$ cat src/rtl/led_status_ctrl_if.sv
// Signal bundle for the status LED output stage: fader/activity/error inputs, LED drive and busy.
// Every signal is level- or strobe-sampled on each rising clock edge; there is no valid/ready handshake.
interface led_status_ctrl_if #(
    parameter int MXCODE = 4
);
    logic              fader_led;
    logic              activity;
    logic [MXCODE-1:0] err_code;
    logic              led;
    logic              busy;
    logic [1:0]        fsm_state;

    modport master (
        output fader_led,
        output activity,
        output err_code,
        input  led,
        input  busy,
        input  fsm_state
    );

    modport slave (
        input  fader_led,
        input  activity,
        input  err_code,
        output led,
        output busy,
        output fsm_state
    );
endinterface

$ cat src/rtl/led_status_ctrl.sv
// Final LED drive: error blink codes override stretched activity flashes, which override fader breathing.
// The activity stretcher is built only when LED_ACTIVITY_EN is defined.
module led_status_ctrl #(
    parameter int MXCODE         = 4,
    parameter int BLINK_CYCLES   = 2**22,
    parameter int GAP_CYCLES     = 2**24,
    parameter int STRETCH_CYCLES = 2**21
) (
    input  logic             clock,
    input  logic             reset_n,
    led_status_ctrl_if.slave bus
);
    localparam int PHASE_MAX = (BLINK_CYCLES > GAP_CYCLES) ? BLINK_CYCLES : GAP_CYCLES;
    localparam int CW        = $clog2(PHASE_MAX + 1);

    localparam logic [CW-1:0] BLINK_RELOAD = CW'(BLINK_CYCLES - 1);
    localparam logic [CW-1:0] GAP_RELOAD   = CW'(GAP_CYCLES - 1);

    if (BLINK_CYCLES < 1) begin : g_bad_blink
        $error("BLINK_CYCLES must be at least 1");
    end
    if (GAP_CYCLES < 1) begin : g_bad_gap
        $error("GAP_CYCLES must be at least 1");
    end
    if (STRETCH_CYCLES < 1) begin : g_bad_stretch
        $error("STRETCH_CYCLES must be at least 1");
    end

    typedef enum logic [1:0] {
        ST_IDLE = 2'd0,
        ST_ON   = 2'd1,
        ST_OFF  = 2'd2,
        ST_GAP  = 2'd3
    } state_t;

    state_t            state;
    state_t            state_n;
    logic [CW-1:0]     cnt;
    logic [CW-1:0]     cnt_n;
    logic [MXCODE-1:0] left;
    logic [MXCODE-1:0] left_n;
    logic              led_q;
    logic              led_n;
    logic              busy_q;
    logic              busy_n;
    logic              stretch_on;

    always_ff @(posedge clock or negedge reset_n) begin
        if (!reset_n) begin
            state  <= ST_IDLE;
            cnt    <= '0;
            left   <= '0;
            led_q  <= 1'b0;
            busy_q <= 1'b0;
        end else begin
            state  <= state_n;
            cnt    <= cnt_n;
            left   <= left_n;
            led_q  <= led_n;
            busy_q <= busy_n;
        end
    end

    // err_code is only looked at in IDLE, so a code change mid-sequence waits for the next pass.
    always_comb begin
        state_n = state;
        cnt_n   = cnt;
        left_n  = left;
        unique case (state)
            ST_IDLE: begin
                if (bus.err_code != '0) begin
                    state_n = ST_ON;
                    left_n  = bus.err_code;
                    cnt_n   = BLINK_RELOAD;
                end
            end
            ST_ON: begin
                if (cnt == '0) begin
                    state_n = ST_OFF;
                    cnt_n   = BLINK_RELOAD;
                end else begin
                    cnt_n = cnt - CW'(1);
                end
            end
            ST_OFF: begin
                if (cnt == '0) begin
                    left_n = left - MXCODE'(1);
                    if (left > MXCODE'(1)) begin
                        state_n = ST_ON;
                        cnt_n   = BLINK_RELOAD;
                    end else begin
                        state_n = ST_GAP;
                        cnt_n   = GAP_RELOAD;
                    end
                end else begin
                    cnt_n = cnt - CW'(1);
                end
            end
            ST_GAP: begin
                if (cnt == '0) begin
                    state_n = ST_IDLE;
                end else begin
                    cnt_n = cnt - CW'(1);
                end
            end
            default: begin
                state_n = ST_IDLE;
                cnt_n   = '0;
                left_n  = '0;
            end
        endcase
    end

    always_comb begin
        led_n  = 1'b0;
        busy_n = (state != ST_IDLE);
        unique case (state)
            ST_ON:   led_n = 1'b1;
            ST_IDLE: led_n = stretch_on ? 1'b1 : bus.fader_led;
            default: led_n = 1'b0;
        endcase
    end

`ifdef LED_ACTIVITY_EN
    localparam int SW = $clog2(STRETCH_CYCLES + 1);

    logic [SW-1:0] scnt;

    // Runs in every FSM state so a flash caught during an error code still shows afterwards.
    always_ff @(posedge clock or negedge reset_n) begin
        if (!reset_n) begin
            scnt <= '0;
        end else if (bus.activity) begin
            scnt <= SW'(STRETCH_CYCLES);
        end else if (scnt != '0) begin
            scnt <= scnt - SW'(1);
        end
    end

    assign stretch_on = (scnt != '0);
`else
    logic unused_activity;

    assign unused_activity = bus.activity;
    assign stretch_on      = 1'b0;
`endif

    assign bus.led       = led_q;
    assign bus.busy      = busy_q;
    assign bus.fsm_state = state;
endmodule

$ cat src/flat_wrapper.sv
// flat-port wrapper written by rule: the top's interface ports become plain ports
module led_status_ctrl_flat 
#(
    parameter int MXCODE         = 4,
    parameter int BLINK_CYCLES   = 2**22,
    parameter int GAP_CYCLES     = 2**24,
    parameter int STRETCH_CYCLES = 2**21
)
  (clock, reset_n, bus_fader_led, bus_activity, bus_err_code, bus_led, bus_busy, bus_fsm_state);
  led_status_ctrl_if #(.MXCODE(MXCODE)) bus_i ();
  input  logic clock;
  input  logic reset_n;
  input wire logic [$bits(bus_i.fader_led)-1:0] bus_fader_led;
  input wire logic [$bits(bus_i.activity)-1:0] bus_activity;
  input wire logic [$bits(bus_i.err_code)-1:0] bus_err_code;
  output wire logic [$bits(bus_i.led)-1:0] bus_led;
  output wire logic [$bits(bus_i.busy)-1:0] bus_busy;
  output wire logic [$bits(bus_i.fsm_state)-1:0] bus_fsm_state;
  assign bus_i.fader_led = bus_fader_led;
  assign bus_i.activity = bus_activity;
  assign bus_i.err_code = bus_err_code;
  assign bus_led = bus_i.led;
  assign bus_busy = bus_i.busy;
  assign bus_fsm_state = bus_i.fsm_state;
  led_status_ctrl #(.MXCODE(MXCODE), .BLINK_CYCLES(BLINK_CYCLES), .GAP_CYCLES(GAP_CYCLES), .STRETCH_CYCLES(STRETCH_CYCLES)) u_core (.clock(clock), .reset_n(reset_n), .bus(bus_i));
endmodule
$ cat config.mk
export PLATFORM = sky130hd
export DESIGN_NAME = led_status_ctrl_flat
export DESIGN_NICKNAME = d
export VERILOG_FILES = /design/src/rtl/led_status_ctrl_if.sv /design/src/rtl/led_status_ctrl.sv /design/src/flat_wrapper.sv
export SDC_FILE = /design/constraint.sdc
export NUM_CORES = 1
export LEC_CHECK = 0
export ABC_AREA = 1
export CAP_MARGIN = 20
export CORE_MARGIN = 4
export CORE_UTILIZATION = 60
export DETAILED_ROUTE_END_ITERATION = 7
export PLACE_DENSITY = 0.8
export SLEW_MARGIN = 15
export SYNTH_ARGS = -nofsm -noshare
export SYNTH_HDL_FRONTEND = slang
export SYNTH_SLANG_ARGS = --single-unit
export TNS_END_PERCENT = 50
$ cat constraint.sdc
create_clock -name clock -period 4.23 [get_ports clock]
set_input_delay 0.846 -clock clock [delete_from_list [all_inputs] [get_ports clock]]
set_output_delay 0.846 -clock clock [all_outputs]
set_load 0.01 [all_outputs]
==> flow_metrics.env <==
export IMPL_drive_above_1_share=0.1621
export IMPL_ys_types=28
export IMPL_dp_cells=367
export IMPL_place_ws_ns=1.453
export IMPL_synthCells=316
export IMPL_synth_largest_area_cell="dfrtp_1"
export IMPL_critPathMaxStageDelay_ns=0.40
export IMPL_core_area_um2=3716
export IMPL_grt_pass1_wl_mm=8.280
export IMPL_wl_per_cell_um=12.62
export IMPL_critical_path_arrival_ns=2.63
export IMPL_dr_first_iter_drc_count=102
export IMPL_synth_nets=328
export IMPL_firstDrtPassIters=4
export IMPL_cp_cell_sequence="clkdlybuf4s50_1 > inv_1 > nand2_1 > nor3_1 > nand3_2 > buf_4 > nand2_4 > nor2_4 > inv_2 > nand3_1"
export IMPL_cp_data_required_time_ns=4.37
export IMPL_final_cell_area_um2=2530
export IMPL_antenna_found_initial=0
export IMPL_p_leak_nw=1.200
export IMPL_slowest_stage="clkdlybuf4s50_1"
export IMPL_maxCapViolCount=0
export IMPL_syn2layout_area_growth_pct=7.783
export IMPL_io_pin_count=12
export IMPL_ctsHoldBuffers=0
export IMPL_clock_root_buffer="clkbuf_8"
export IMPL_fill_cells=325
export IMPL_avgSynthCellArea_um2=7.428
export IMPL_nets=338
export IMPL_drt_total_wl_mm=4.733
export IMPL_die_x_um=70.55
export IMPL_clockBufferDepth=2
export IMPL_finalMaxSlewViolations=0
export IMPL_worst_setup_path_start_kind="input port"
export IMPL_finClkSkew_ns=0.007891
export IMPL_whs_path_depth=1
export IMPL_cts_resized=0
export IMPL_end_kind="flip-flop"
export IMPL_row_count=22
export IMPL_yosys_warnings=0
export IMPL_cts_htree_levels=2
export IMPL_vias=2004
export IMPL_cts_tree="built"
export IMPL_antenna_left=0
export IMPL_dp_hpwl_mm=3.387
export IMPL_port_buffers=10
export IMPL_worstHoldStart="u_core.cnt[0]"
export IMPL_hold_viol_final=0
export IMPL_synth_area_leaders="dfrtp_1 35%, nand2_1 11%, nor2_1 7.0%, inv_1 6.6%, nand3_2 6.4%"
export IMPL_clk_pin_slew_ns=0.07
export IMPL_dieHeight_um=70.55
export IMPL_gp_congestion=0.8666
export IMPL_ys_seq_area_frac=0.3518
export IMPL_finalWorstSetupSlack_ns=1.742
export IMPL_final_min_clock_period_ns=2.488
export IMPL_synthesis_area_um2=2347
export IMPL_cp_max_fo=21
export IMPL_reg2reg_to="u_core.cnt[21]"
export IMPL_cts_made_buffers=5
export IMPL_period_share=0.5881
export IMPL_slew_limit_headroom=0.6608
export IMPL_start_util=0.6316
export IMPL_tightestPinTransition_ns=0.5080
export IMPL_place_area_um2=2447
export IMPL_rsz0062_at_grt="no"
export IMPL_irDropWorstVdd_mv=0.1526
export IMPL_reg2reg_slack_ns=2.18
export IMPL_cts_sinks=33
export IMPL_fin_util=0.6808
export IMPL_fp_dieArea_um2=4977
export IMPL_finalSetupViolations=0
export IMPL_post_cts_buffers=0
export IMPL_via_per_inst=5.344
export IMPL_holdCritPathClass="reg -> reg"
export IMPL_ys_seq_elements=33
export IMPL_drc=0
export IMPL_grt_usage=0.2050
export IMPL_clock_latency_ns=0.29
export IMPL_holdWs_ns=0.5038
export IMPL_r2r_start="u_core.cnt[0]"
export IMPL_power_total_uw=558.7
export IMPL_antenna_cells=0
export IMPL_status="complete, no violations"
export IMPL_rr_worst_depth=9
export IMPL_max_freq_mhz=402.0
export IMPL_hold_end="u_core.cnt[0]"
export IMPL_synth_top_area_frac=0.3518
export IMPL_worst_setup_path_type="in -> reg"
export IMPL_tns_ns=0
export IMPL_finalNonFillerCells=375
export IMPL_power_density_nw_per_um2=220.8
export IMPL_grt_overflow=0
export IMPL_grt_max_degree=34
export IMPL_grt_pass1_vias=1910
-- report_power, final --
group / internal (mW) / switching, mW / total, mW
clock: 0.114 / 0.115 / 0.229
sequential: 0.315 / 0 / 0.315
combinational: 0.00639 / 0.00813 / 0.0145
-- cells by family (layout without fill, tap and decap cells) --
kind of cell    count (synthesis)  count (layout)  share of synthesized area
compound gates                 28              28                    0.06237
xor+xnor                        1               1                   0.003732
fa+ha+maj                       4               4                    0.02132
buf+inv                        51              62                    0.09914
flops                          33              33                     0.3518
simple gates                  199             199                     0.4616
-- Yosys cell counts, drive strengths merged --
library cell	count
nor3	4
nand3	40
nand2	75
and2	2
o21a	1
o21ai	24
nor2	61
buf	9
a21oi	2
a32oi	1
nand4	16
or2	1
xor2	1
ha	4
inv	42
dfrtp	33
-- layout make-up --
type	instances	area, µm²	share of cell area
multi-input combinational	232	1289	0.5094
clock inverter	2	10.01	0.003956
timing repair buffer	12	115.1	0.04550
sequential	33	825.8	0.3264
tap	48	60.06	0.02374
inverter	42	157.7	0.06231
clock buffer	6	72.57	0.02868
-- worst max-delay path by stage --
stage / depth (start not counted) / startpoint / slack (ns) / end
final: 10 / bus_err_code[3] / 1.74 / u_core.cnt[16]
after global routing: 10 / bus_err_code[3] / 1.60 / u_core.cnt[16]
after CTS: 10 / bus_err_code[3] / 1.74 / u_core.cnt[16]
after detailed placement: 10 / bus_err_code[3] / 1.45 / u_core.cnt[16]
after global placement: 10 / bus_err_code[3] / 1.48 / u_core.cnt[3]
after floorplan: 8 / bus_err_code[3] / 2.32 / u_core.cnt[4]
-- placed cells by master (no fill, tap or decap), types with 4 or more instances in the layout --
cell type        netlist  layout
clkbuf_8               0       5
clkdlybuf4s50_1        0      10
dfrtp_1               33      33
ha_1                   4       4
inv_1                 41      41
nand2_1               67      67
nand2_2                4       4
nand2_4                4       4
nand3_1               24      24
nand3_2               15      15
nand4_1               15      15
nor2_1                44      44
nor2_2                 9       9
nor2_4                 7       7
nor3_1                 4       4
o21ai_0               21      21
-- sequential cells by signal, indices dropped and copies added (netlist names) --
register              flops
u_core.cnt               25
u_core.bus.fsm_state      2
u_core.bus.busy           1
u_core.left               4
u_core.bus.led            1
-- routing by layer --
layer	global-route usage	wire, µm
met5	0	0
met2	0.3222	2204
met1	0.2744	2240
met3	0.04830	195
met4	0.08142	93
-- critical path: cells and delay by family --
family / cells / cell delay [ns]
simple gates: 6 / 0.70
buf+inv: 4 / 1.08
Power figures use the tool's default switching activity.
